**config.mk**
```make
export PLATFORM = sky130hd
export DESIGN_NAME = rr_arb8_flat
export DESIGN_NICKNAME = d
export VERILOG_FILES = /design/src/rtl/rr_arb8_pkg.sv /design/src/rtl/rr_arb8_if.sv /design/src/rtl/rr_arb8_pick8.sv /design/src/rtl/rr_arb8.sv /design/src/flat_wrapper.sv
export SDC_FILE = /design/constraint.sdc
export NUM_CORES = 1
export LEC_CHECK = 0
export BUFFER_PORTS_ARGS = -buffer_cell sky130_fd_sc_hd__buf_2
export CORE_MARGIN = 5
export CORE_UTILIZATION = 57
export DETAILED_ROUTE_END_ITERATION = 10
export MAX_ROUTING_LAYER = met4
export PLACE_DENSITY = 0.79
export SYNTH_ARGS = -nofsm -noshare
export SYNTH_HDL_FRONTEND = slang
export SYNTH_SLANG_ARGS = --single-unit
export TNS_END_PERCENT = 1
```
**constraint.sdc**
```tcl
create_clock -name clk -period 4.7 [get_ports clk]
set_clock_uncertainty 0.05 [all_clocks]
set_input_delay 0.705 -clock clk [delete_from_list [all_inputs] [get_ports clk]]
set_output_delay 0.705 -clock clk [all_outputs]
set_load 0.005 [all_outputs]
```
**src/rtl/rr_arb8_pkg.sv**
```systemverilog
// Shared definitions for the rr_arb8 round-robin arbiter: requester count,
// select width, FSM state encoding and a small index-to-one-hot helper.
package rr_arb8_pkg;

    localparam int N_REQ = 8;
    localparam int SEL_W = 3;

    // Arbiter ownership state. The encodings are fixed so that the state bit
    // can be read directly in waveforms as "somebody owns the mux".
    typedef enum logic {
        ST_IDLE  = 1'b0,
        ST_OWNED = 1'b1
    } state_t;

    // Convert a binary requester index into its one-hot grant vector.
    function automatic logic [N_REQ-1:0] sel_to_onehot(input logic [SEL_W-1:0] idx);
        return N_REQ'(1) << idx;
    endfunction

endpackage : rr_arb8_pkg

```
**src/rtl/rr_arb8_if.sv**
```systemverilog
// Requester-side bus of the rr_arb8 arbiter. The slave modport is the arbiter
// view, the master modport is the requester/mux view.
interface rr_arb8_if;
    import rr_arb8_pkg::*;

    logic [N_REQ-1:0] req;   // level-sensitive request, bit i = requester i
    logic [N_REQ-1:0] gnt;   // one-hot grant, zero when idle
    logic [SEL_W-1:0] sel;   // mux select, meaningful only while busy
    logic             busy;  // a grant is active

    modport slave (
        input  req,
        output gnt,
        output sel,
        output busy
    );

    modport master (
        output req,
        input  gnt,
        input  sel,
        input  busy
    );

endinterface : rr_arb8_if

```
**src/rtl/rr_arb8_pick8.sv**
```systemverilog
// Combinational round-robin pick: the first set request bit found when
// scanning upward from start, wrapping 7 -> 0.
module rr_pick8
    import rr_arb8_pkg::*;
(
    input  logic [N_REQ-1:0] req,
    input  logic [SEL_W-1:0] start,
    output logic [SEL_W-1:0] idx,
    output logic             found
);

    logic [2*N_REQ-1:0] req_dbl;
    logic [N_REQ-1:0]   req_rot;
    logic [SEL_W-1:0]   offset;

    // Rotating right by start puts the highest-priority candidate at bit 0,
    // so a plain lowest-set-bit encoder yields the distance from start.
    assign req_dbl = {req, req} >> start;
    assign req_rot = req_dbl[N_REQ-1:0];

    // Priority-encode the lowest set bit of the rotated request vector.
    always_comb begin
        // NOTE: offset gets a default before the loop so no path leaves it unassigned (no latch).
        offset = '0;
        for (int i = N_REQ - 1; i >= 0; i--) begin
            if (req_rot[i]) begin
                offset = SEL_W'(i);
            end
        end
    end

    // Adding start back uses the natural 3-bit wrap to return to absolute index.
    assign idx   = start + offset;
    assign found = |req;

endmodule : rr_pick8

```
**src/rtl/rr_arb8.sv**
```systemverilog
// Eight-way round-robin arbiter in front of an 8:1 mux. Holds state, the
// rotating priority pointer, the hold counter and the registered outputs;
// the scan itself lives in rr_pick8.
module rr_arb8
    import rr_arb8_pkg::*;
#(
    parameter int MAX_HOLD = 4,
    parameter int HOLD_W   = 4
) (
    input  logic        clk,
    input  logic        rst_n,
    rr_arb8_if.slave    bus
);

    localparam logic [HOLD_W-1:0] HOLD_MAX = HOLD_W'(MAX_HOLD);
    localparam logic [HOLD_W-1:0] HOLD_ONE = HOLD_W'(1);

    state_t           state;
    logic [SEL_W-1:0] ptr;
    logic [HOLD_W-1:0] cnt;

    logic [SEL_W-1:0] pick_idx;
    logic             pick_found;
    logic             owner_req;
    logic             others_req;
    logic             hold_expired;
    logic             take_grant;

    // The pointer already sits one past the current owner, so the same pick
    // serves the idle grant, the release handoff and the preempt: in the
    // preempt case the owner is the last candidate scanned and only wins
    // when nobody else is asking.
    rr_pick8 u_pick (
        .req   (bus.req),
        .start (ptr),
        .idx   (pick_idx),
        .found (pick_found)
    );

    // Decode the arbitration event for this cycle from state and requests.
    always_comb begin
        owner_req    = bus.req[bus.sel];
        others_req   = |(bus.req & ~sel_to_onehot(bus.sel));
        hold_expired = (cnt == HOLD_MAX);
        take_grant   = 1'b0;
        unique case (state)
            ST_IDLE:  take_grant = pick_found;
            ST_OWNED: take_grant = owner_req ? (hold_expired && others_req) : pick_found;
            default:  take_grant = 1'b0;
        endcase
    end

    // Ownership FSM with pointer, hold counter and registered outputs.
    always_ff @(posedge clk) begin
        // NOTE: every register in this block uses <= so all of them see the pre-edge values.
        if (!rst_n) begin
            state    <= ST_IDLE;
            ptr      <= '0;
            cnt      <= '0;
            bus.gnt  <= '0;
            bus.sel  <= '0;
            bus.busy <= 1'b0;
        end else if (take_grant) begin
            // Any new grant: steer the mux, move priority past the winner,
            // restart the hold count.
            state    <= ST_OWNED;
            ptr      <= pick_idx + SEL_W'(1);
            cnt      <= HOLD_ONE;
            bus.gnt  <= sel_to_onehot(pick_idx);
            bus.sel  <= pick_idx;
            bus.busy <= 1'b1;
        end else begin
            unique case (state)
                ST_IDLE: begin
                    // Nothing requested: sel keeps its last value.
                    state <= ST_IDLE;
                end
                ST_OWNED: begin
                    if (!owner_req) begin
                        // Owner released and nobody else is waiting.
                        state    <= ST_IDLE;
                        bus.gnt  <= '0;
                        bus.busy <= 1'b0;
                    end else if (!hold_expired) begin
                        // Owner continues; count saturates at the hold limit
                        // so an uncontended owner can hold indefinitely.
                        cnt <= cnt + HOLD_ONE;
                    end
                end
                default: begin
                    state    <= ST_IDLE;
                    bus.gnt  <= '0;
                    bus.busy <= 1'b0;
                end
            endcase
        end
    end

endmodule : rr_arb8

```
**src/flat_wrapper.sv**
```systemverilog
// flat-port wrapper written by rule: the top's interface ports become plain ports
module rr_arb8_flat import rr_arb8_pkg::*;
#(
    parameter int MAX_HOLD = 4,
    parameter int HOLD_W   = 4
)
  (clk, rst_n, bus_req, bus_gnt, bus_sel, bus_busy);
  rr_arb8_if bus_i ();
  input  logic clk;
  input  logic rst_n;
  input wire logic [$bits(bus_i.req)-1:0] bus_req;
  output wire logic [$bits(bus_i.gnt)-1:0] bus_gnt;
  output wire logic [$bits(bus_i.sel)-1:0] bus_sel;
  output wire logic [$bits(bus_i.busy)-1:0] bus_busy;
  assign bus_i.req = bus_req;
  assign bus_gnt = bus_i.gnt;
  assign bus_sel = bus_i.sel;
  assign bus_busy = bus_i.busy;
  rr_arb8 #(.MAX_HOLD(MAX_HOLD), .HOLD_W(HOLD_W)) u_core (.clk(clk), .rst_n(rst_n), .bus(bus_i));
endmodule
```
==> flow_metrics.tcl, run 1 <==
set metrics [dict create \
    drt_wl_total_um 3530 \
    io_buffers 21 \
    grt_pass1_wl_um 6010 \
    clkTransAtPathRegs_ns 0.09 \
    synth-edff-count 0 \
    status "finished, final reports clean" \
    drv_slew 0 \
    path_max_fanout 24 \
    async_flop_share_pct 0 \
    start_util_pct 59.5 \
    worstPathArrival_ns 4.14 \
    ant_nets 0 \
    drc 0 \
    maxCapViolations 0 \
    yosys_register_bits 20 \
    syn_nets 205 \
    critical_path_class "flop to flop" \
    yosysWarnings 0 \
    drtPass1Iterations 4 \
    ios 22 \
    seq_area_frac_synth_pct 24.4 \
    timing.slew.headroom_pct 45.4 \
    area_growth_pct 3.05 \
    grt_max_degree 25 \
    synth.area.top_cells "dfxtp_1 24%, ha_1 6.1%, nor2b_1 4.6%" \
    start_kind "flop" \
    fp.dieW_um 63.7 \
    rows 19 \
    diodes 0 \
    tightest_slew_ns 0.817 \
    antenna_found_initial 0 \
    synth_area_leader_cell "dfxtp_1" \
    die_y_um 63.7 \
    p_leak_nw 0.725 \
    fin_tns_setup_ns 0 \
    die-area_mm2 0.00405 \
    synth_cell_types 56 \
    crit_required_ns 4.84 \
    grt_pass1_vias 1338 \
    hold_viol 0 \
    cts_buffer_depth 2 \
    cts_root_buf "clkbuf_4" \
    drive_gt1_share_pct 19.1 \
    cts.sinks 20 \
    postCtsResizedCells 0 \
    avgRoutedWirePerCell_um 15.7 \
    rsz0062_at_grt "false" \
    ys_top_cells_by_count "20 x dfxtp_1, 12 x a21oi_1, 12 x nor2b_1" \
    finalNetCount 215 \
    postCtsSetupBuffers 0 \
    instances_no_fill 225 \
    cts-buffers-inserted 3 \
    max_freq_ghz 0.250 \
    p_per_area_mw_per_mm2 538 \
    drt-vias-per-instance 6.38 \
    clkLatencyLatePin_ns 0.29 \
    ys.flop_type "dfxtp_1" \
    cts_tree "yes" \
    synth_top_area_share_pct 24.4 \
    end_kind "flop" \
    vias 1436 \
    finalSetupViolCount 0 \
    post-route-period-util_pct 85.1 \
    period_needed_ns 4.00 \
    grt.total_usage_pct 18.2 \
    mappedNetlistArea_mm2 0.00164 \
    hpwlAfterDp_um 2650 \
    synth_cells 186 \
    dp_cells 222 \
    synth.most_common_cell "dfxtp_1" \
    ir_drop_v 0.000545 \
    avgSynthCellArea_um2 8.83 \
    gp_congestion 0.860 \
    ctsHoldBuffers 0 \
    final_util_pct 61.3 \
    grt-ovfl-total 0 \
    core-area_mm2 0.00276 \
    hp-class "flop to flop" \
    h-tree-depth 1 \
    first_iter_violations 92 \
]
-- registers in the layout, indices dropped and copies added, names as in the netlist --
| register | count |
|---|---|
| u_core.ptr | 3 |
| u_core.bus.gnt | 8 |
| u_core.state | 1 |
| u_core.bus.busy | 1 |
| u_core.cnt | 4 |
| u_core.bus.sel | 3 |
-- critical path: stages, from the launching register on --
cell and delay (ns):
dfxtp_1 0.86, mux4_2 0.61, o21ai_0 0.19, a221o_1 0.17
o21ai_0 0.08, ha_1 0.21, fa_1 0.42, nor2b_1 0.16
a32oi_1 0.27, o211a_1 0.31, inv_2 0.08, ha_1 0.29
mux2i_1 0.13, nor2b_1 0.06
-- final timing paths --
| kind | startpoint | end | slack, ns | depth (start not counted) |
|---|---|---|---|---|
| max reg2reg | u_core.ptr[1] | u_core.ptr[2] | 0.70 | 13 |
| min reg2reg | u_core.bus.gnt[2] | u_core.bus.gnt[2] | 0.42 | 1 |
| min | u_core.bus.gnt[2] | u_core.bus.gnt[2] | 0.42 | 1 |
| max | u_core.ptr[1] | u_core.ptr[2] | 0.70 | 13 |
-- layout make-up --
cell class,instances,area (µm²)
Multi-Input combinational cell,139,1080
Tap cell,31,38.8
Fill cell,255,1070
Timing Repair Buffer,21,105
Clock buffer,3,22.5
Sequential cell,20,400
Inverter,11,41.3
-- layer usage --
metal  GRT usage, %  vias to the layer above  part of all wire (%)
met5              -                        -                     0
met4           3.90                        0                  0.71
met3           3.20                        5                   5.9
met2           31.0                       43                    48
met1           22.5                      682                    45
li1               -                      706                     -
-- power by group --
group,total (W),internal (W),switching (W)
logic,0.000529,0.000252,0.000277
clock network,0.0000756,0.0000298,0.0000458
registers,0.000305,0.000217,0.0000882
total,0.000910,0.000498,0.000411
-- through the flow --
stage | hold slack (ns) | worst slack (ns) | total power, W | area, µm²
finish | 0.419 | 0.701 | 0.000910 | 1690
global route | 0.453 | 0.550 | 0.000996 | 1690
CTS | 0.422 | 0.797 | 0.000914 | 1690
detailed placement | 0.398 | 0.710 | 0.000837 | 1670
global placement | 0.403 | 0.842 | 0.000808 | 1670
floorplan | 0.416 | 1.07 | 0.000728 | 1640
-- placed cells by master (no fill, tap or decap), types with 3 or more instances in the layout --
cell and n:
ha_1 8, nand2b_1 6, nor2b_1 12, a32o_1 7, a21oi_1 12, nor2_1 10, a211oi_1 3, mux2i_1 6
nand3_1 4, and2_1 6, nor3_1 4, buf_2 21, inv_1 10, dfxtp_1 20, clkbuf_4 3, o21ai_0 4
nand2_1 8, a311oi_1 3
-- kinds of logic after synthesis --
logic type / after synthesis / share of synthesized area (%)
compound gates: 52 / 23.8
xor+xnor: 3 / 1.60
fa+ha+maj: 9 / 7.32
buf+inv: 27 / 9.60
flops: 20 / 24.4
mux: 9 / 8.00
simple gates: 66 / 25.3
No activity file was read; power rests on OpenSTA's default activity.
==> run 2, diff against run 1 <==
Settings changed: BUFFER_PORTS_ARGS -buffer_cell sky130_fd_sc_hd__buf_2 to -buffer_cell sky130_fd_sc_hd__clkbuf_2, CORE_UTILIZATION 57 to 52, PLACE_DENSITY 0.79 to 0.76.
Clock period 4.7 ns to 3.3 ns, I/O delays scaled along.
==> run 2 against run 1 <==
Via count grew 4.4%. Critical endpoint unchanged. Register-to-register slack lost 0.55 ns. Largest cell class unchanged. Critical path depth grew 3. Final cell count grew 12%. First-iteration DRC count grew 16%.
==> flow_metrics.tcl, run 2 (synthesis gave the netlist of run 1 again) <==
set metrics [dict create \
    maxCapViolations 0 \
    gp_congestion 0.866 \
    drt-vias-per-instance 5.92 \
    critical_path_class "primary input to flop" \
    grt_pass1_wl_um 6640 \
    die_y_um 66.2 \
    drc 0 \
    status "finished, final reports clean" \
    largest_reg_flops 8 \
    start_kind "primary input" \
    h-tree-depth 1 \
    cts_buffer_depth 2 \
    ant_nets 0 \
    crit_path_max_incr_delay_ns 0.47 \
    drive_gt1_share_pct 27.8 \
    grt.total_usage_pct 19.9 \
    path_delay_family "compound AO/OA/AOI/OAI gates" \
    fp.dieW_um 66.2 \
    avgRoutedWirePerCell_um 15.6 \
    fin_area_mm2 0.00184 \
    drt_wl_total_um 3950 \
    path_common_cell "nor2b_1" \
    grt_pass1_vias 1456 \
    p_leak_nw 0.790 \
    rsz0062_at_grt "false" \
    area_growth_pct 12.3 \
    final_util_pct 60.4 \
    finalSetupViolCount 0 \
    cts.sinks 20 \
    path_max_fanout 3 \
    hold_viol 0 \
    vias 1499 \
    timing.slew.headroom_pct 71.8 \
    cts_tree "yes" \
    tightest_slew_ns 0.420 \
    grt_max_degree 14 \
    drv_slew 0 \
    crit_required_ns 3.44 \
    finalNetCount 230 \
    start_util_pct 53.8 \
    rows 20 \
    final_common_cell "clkbuf_2" \
    post-route-period-util_pct 95.8 \
    io_buffers 21 \
    crit_slowest_cell "mux4_2" \
    max_freq_ghz 0.316 \
    hold_ws_ns 0.424 \
    end_kind "flop" \
    largest_register "u_core.bus.gnt" \
    nFillCells 282 \
    first_iter_violations 107 \
    p_per_area_mw_per_mm2 770 \
    worstPathArrival_ns 3.31 \
    core-area_mm2 0.00305 \
    ir_drop_v 0.000537 \
    cts_root_buf "clkbuf_4" \
    clkLatencyLatePin_ns 0.30 \
    placed_area_mm2 0.00180 \
    crit_chain "clkbuf_2 -> inv_1 -> o21a_1 -> mux4_2 -> o21ai_1 -> a221o_1 -> o21ai_0 -> ha_2 -> fa_2 -> nor2b_1 -> a32oi_1 -> o211a_1 -> inv_2 -> ha_1 -> mux2i_1 -> nor2b_1" \
    cts-buffers-inserted 3 \
    reg.largest.list "u_core.bus.gnt: 8 flops, u_core.cnt: 4 flops" \
    antenna_found_initial 0 \
    postCtsSetupBuffers 0 \
    drtPass1Iterations 4 \
    hp-class "flop to flop" \
    crit_buf_inv 3 \
    grt-ovfl-total 0 \
    ios 22 \
    period_needed_ns 3.16 \
    final_cell_mix "21 x clkbuf_2, 19 x dfxtp_1, 14 x buf_4" \
    die-area_mm2 0.00438 \
    clkTransAtPathRegs_ns 0.09 \
    hpwlAfterDp_um 3150 \
    diodes 0 \
]
run 2: cell types whose count changed in the layout (fill, tap and decap cells not counted), sizes merged:
cell | previous run | this run
clkbuf | 3 | 24
buf | 21 | 15
run 2: repair_timing:
item	CTS	global route
hold buffers	0	0
gates resized for setup	1	6
pin swaps	0	0
endpoints found under the setup margin	1	9
endpoints found under the hold margin	0	0
run 2: routing by layer:
metal	share of wire, %	routed length, µm	vias up	track usage, %
met2	51	2000	31	33.3
li1	-	-	734	-
met5	0	0	-	-
met3	4.1	161	4	3.57
met1	44	1740	730	24.7
met4	0.96	38	0	4.82
run 2: worst reg2reg max path: stages (launching register included):
cell       delay [ns]
dfxtp_4          0.41
buf_6            0.15
nor2b_1          0.07
a2111oi_2        0.33
a21oi_1          0.08
o21ai_1          0.09
a221o_1          0.15
o21ai_0          0.10
ha_2             0.21
fa_2             0.37
nor2b_1          0.14
a32oi_1          0.17
o211a_1          0.21
inv_2            0.05
ha_1             0.29
mux2i_1          0.14
nor2b_1          0.06
run 2: final timing paths:
path / startpoint / endpoint / slack, ns / depth (start not counted)
min reg2reg: u_core.bus.gnt[6] / u_core.bus.gnt[6] / 0.42 / 1
max reg2reg: u_core.ptr[1] / u_core.ptr[2] / 0.15 / 16
min: u_core.bus.gnt[6] / u_core.bus.gnt[6] / 0.42 / 1
max: bus_req[0] / u_core.ptr[2] / 0.14 / 16
run 2: metrics by stage:
stage                     std cells  total power (W)  setup TNS, ns  worst slack [ns]
after CTS                       253          0.00141              0            0.0608
after global placement          250          0.00124        -0.0106           -0.0106
after floorplan                 186          0.00105              0           0.00102
after detailed placement        250          0.00129         -0.572            -0.161
final                           253          0.00142              0             0.138
after global routing            253          0.00154              0            0.0110
run 2: power by group:
| group | total (W) | internal (W) | switching [W] |
|---|---|---|---|
| Combinational | 0.000898 | 0.000442 | 0.000456 |
| Sequential | 0.000412 | 0.000312 | 0.000100 |
| Clock | 0.000111 | 0.0000426 | 0.0000683 |
| Total | 0.00142 | 0.000796 | 0.000625 |
run 2: cell type report:
| class | instances | area, µm² | share of cell area [%] |
|---|---|---|---|
| clock buffers | 3 | 22.5 | 1.22 |
| inverters | 11 | 41.3 | 2.24 |
| multi-input cells | 139 | 1100 | 59.6 |
| flip-flops and latches | 20 | 404 | 21.9 |
| well taps | 44 | 55.1 | 2.99 |
| repair buffers | 36 | 221 | 12.0 |
==> run 3, diff against run 2 <==
Settings changed: CTS_BUF_LIST from default to sky130_fd_sc_hd__clkbuf_16.
==> run 3 against run 2 <==
Combinational power increased by 2%. Final area is 2.8% higher. Largest cell class unchanged. Clock power grew 120%. Critical path depth did not move. Final cell count unchanged. Wire length rose by 4.5%. Critical endpoint unchanged. Worst setup slack got worse by 0.069 ns. Sequential power is 1% higher. Clock-buffer cell count stayed put. First-iteration DRC count grew 6.5%. Register-to-register slack worse by 0.02 ns. Die area stayed put.
==> flow_metrics.tcl, run 3 (synthesis gave the netlist of run 1 again) <==
set metrics [dict create \
    reg2regPathDepth 16 \
    path_max_fanout 3 \
    dp_cells 250 \
    met1_usage_pct 26.5 \
    area_growth_pct 15.5 \
    grt.total_usage_pct 20.8 \
    post-route-period-util_pct 97.9 \
    die_y_um 66.2 \
    antenna_found_initial 0 \
    hold-path-cell-count 1 \
    ir_drop_v 0.000563 \
    grt_pass1_wl_um 6940 \
    drive_gt1_share_pct 27.8 \
    use_met3_pct 3.06 \
    die-area_mm2 0.00438 \
    cts-buffers-inserted 3 \
    postCtsSetupBuffers 0 \
    start_util_pct 53.8 \
    final_common_cell "clkbuf_2" \
    timing.slew.headroom_pct 71.5 \
    end_kind "flop" \
    gp_congestion 0.866 \
    maxCapViolations 0 \
    rows 20 \
    crit_path_max_incr_delay_ns 0.46 \
    cts_tree "yes" \
    avgRoutedWirePerCell_um 16.3 \
    crit_required_ns 3.39 \
    crit_slowest_cell "mux4_2" \
    largest_register "u_core.bus.gnt" \
    final_cell_mix "21 x clkbuf_2, 19 x dfxtp_1, 14 x buf_4" \
    tightest_slew_ns 0.424 \
    vias 1512 \
    hp-class "flop to flop" \
    instances_no_fill 253 \
    ant_nets 0 \
    clkLatencyLatePin_ns 0.25 \
    drv_slew 0 \
    largest_reg_flops 8 \
    drt_wl_total_um 4120 \
    hold_viol 0 \
    rsz0062_at_grt "false" \
    status "finished, final reports clean" \
    grt-ovfl-total 0 \
    cts.sinks 20 \
    cts_buffer_depth 2 \
    drtPass1Iterations 4 \
    ios 22 \
    reg.largest.list "u_core.bus.gnt: 8 flops, u_core.cnt: 4 flops" \
    cts_root_buf "clkbuf_16" \
    p_leak_nw 0.814 \
    core-area_mm2 0.00305 \
    nFillCells 269 \
    final_util_pct 62.1 \
    path_delay_family "compound AO/OA/AOI/OAI gates" \
    ff_latch_area_um2 404 \
    crit_buf_inv 3 \
    top_usage_layer "met2" \
    drc 0 \
    finalSetupViolCount 0 \
    multi_input_area_mm2 0.00110 \
    fin_tns_setup_ns 0 \
    hpwlAfterDp_um 3150 \
    grt_pass1_vias 1450 \
    period_needed_ns 3.23 \
    critical_path_class "primary input to flop" \
    first_iter_violations 114 \
    path_common_cell "nor2b_1" \
    start_kind "primary input" \
    grt_max_degree 14 \
    io_buffers 21 \
    crit_chain "clkbuf_2 -> inv_1 -> o21a_1 -> mux4_2 -> o21ai_1 -> a221o_1 -> o21ai_0 -> ha_2 -> fa_2 -> nor2b_1 -> a32oi_1 -> o211a_1 -> inv_2 -> ha_1 -> mux2i_1 -> nor2b_1" \
    worstPathArrival_ns 3.32 \
    fp.dieW_um 66.2 \
    path_depth 16 \
    h-tree-depth 1 \
    diodes 0 \
    met2_usage_pct 34.7 \
    p_per_area_mw_per_mm2 828 \
    hold_ws_ns 0.426 \
    max_freq_ghz 0.309 \
    finalNetCount 230 \
    drt-vias-per-instance 5.98 \
    clkTransAtPathRegs_ns 0.05 \
]
==> run 3: cell counts in the layout (fill, tap and decap cells not counted) <==
Identical to the previous run, type by type.
==> run 3: area by class of cell <==
| type | instances | share of cell area, % |
|---|---|---|
| multi-input combinational | 139 | 58.0 |
| sequential | 20 | 21.3 |
| timing repair buffer | 36 | 11.7 |
| clock buffer | 3 | 3.96 |
| tap | 44 | 2.90 |
| inverter | 11 | 2.18 |
==> run 3: path summary, 6_finish.rpt <==
check                    startpoint  slack [ns]                end
setup / recovery         bus_req[0]        0.07      u_core.ptr[2]
hold / removal    u_core.bus.gnt[0]        0.43  u_core.bus.gnt[0]
setup reg to reg      u_core.ptr[1]        0.13      u_core.ptr[2]
hold reg to reg   u_core.bus.gnt[0]        0.43  u_core.bus.gnt[0]
==> run 3: routing by layer <==
layer	vias up	wire [µm]	share of wire, %
met5	-	0	0
li1	735	-	-
met4	0	56	1.4
met1	726	1790	43
met2	45	2070	50
met3	6	208	5.0
==> run 3: repair_timing <==
| action | 4_1_cts | 5_1_grt |
|---|---|---|
| hold buffers | 0 | 0 |
| gates cloned | 0 | 0 |
| pin swaps | 0 | 1 |
| gates resized for setup | 1 | 6 |
| setup endpoints to repair | 1 | 9 |
==> run 3: metrics by stage <==
stage,instance area [µm²],worst slack [ns],total power [W]
final,1900,0.0688,0.00157
after global routing,1900,0.00670,0.00169
after CTS,1880,0.0674,0.00155
after detailed placement,1800,-0.161,0.00129
after global placement,1800,-0.0106,0.00124
after floorplan,1660,0.00102,0.00105
==> run 3: power breakdown <==
group          internal, W  switching [W]  total [W]  leakage, nW
clock network     0.000160      0.0000818   0.000241       0.0370
registers         0.000313       0.000103   0.000416        0.165
logic             0.000443       0.000470   0.000913        0.612
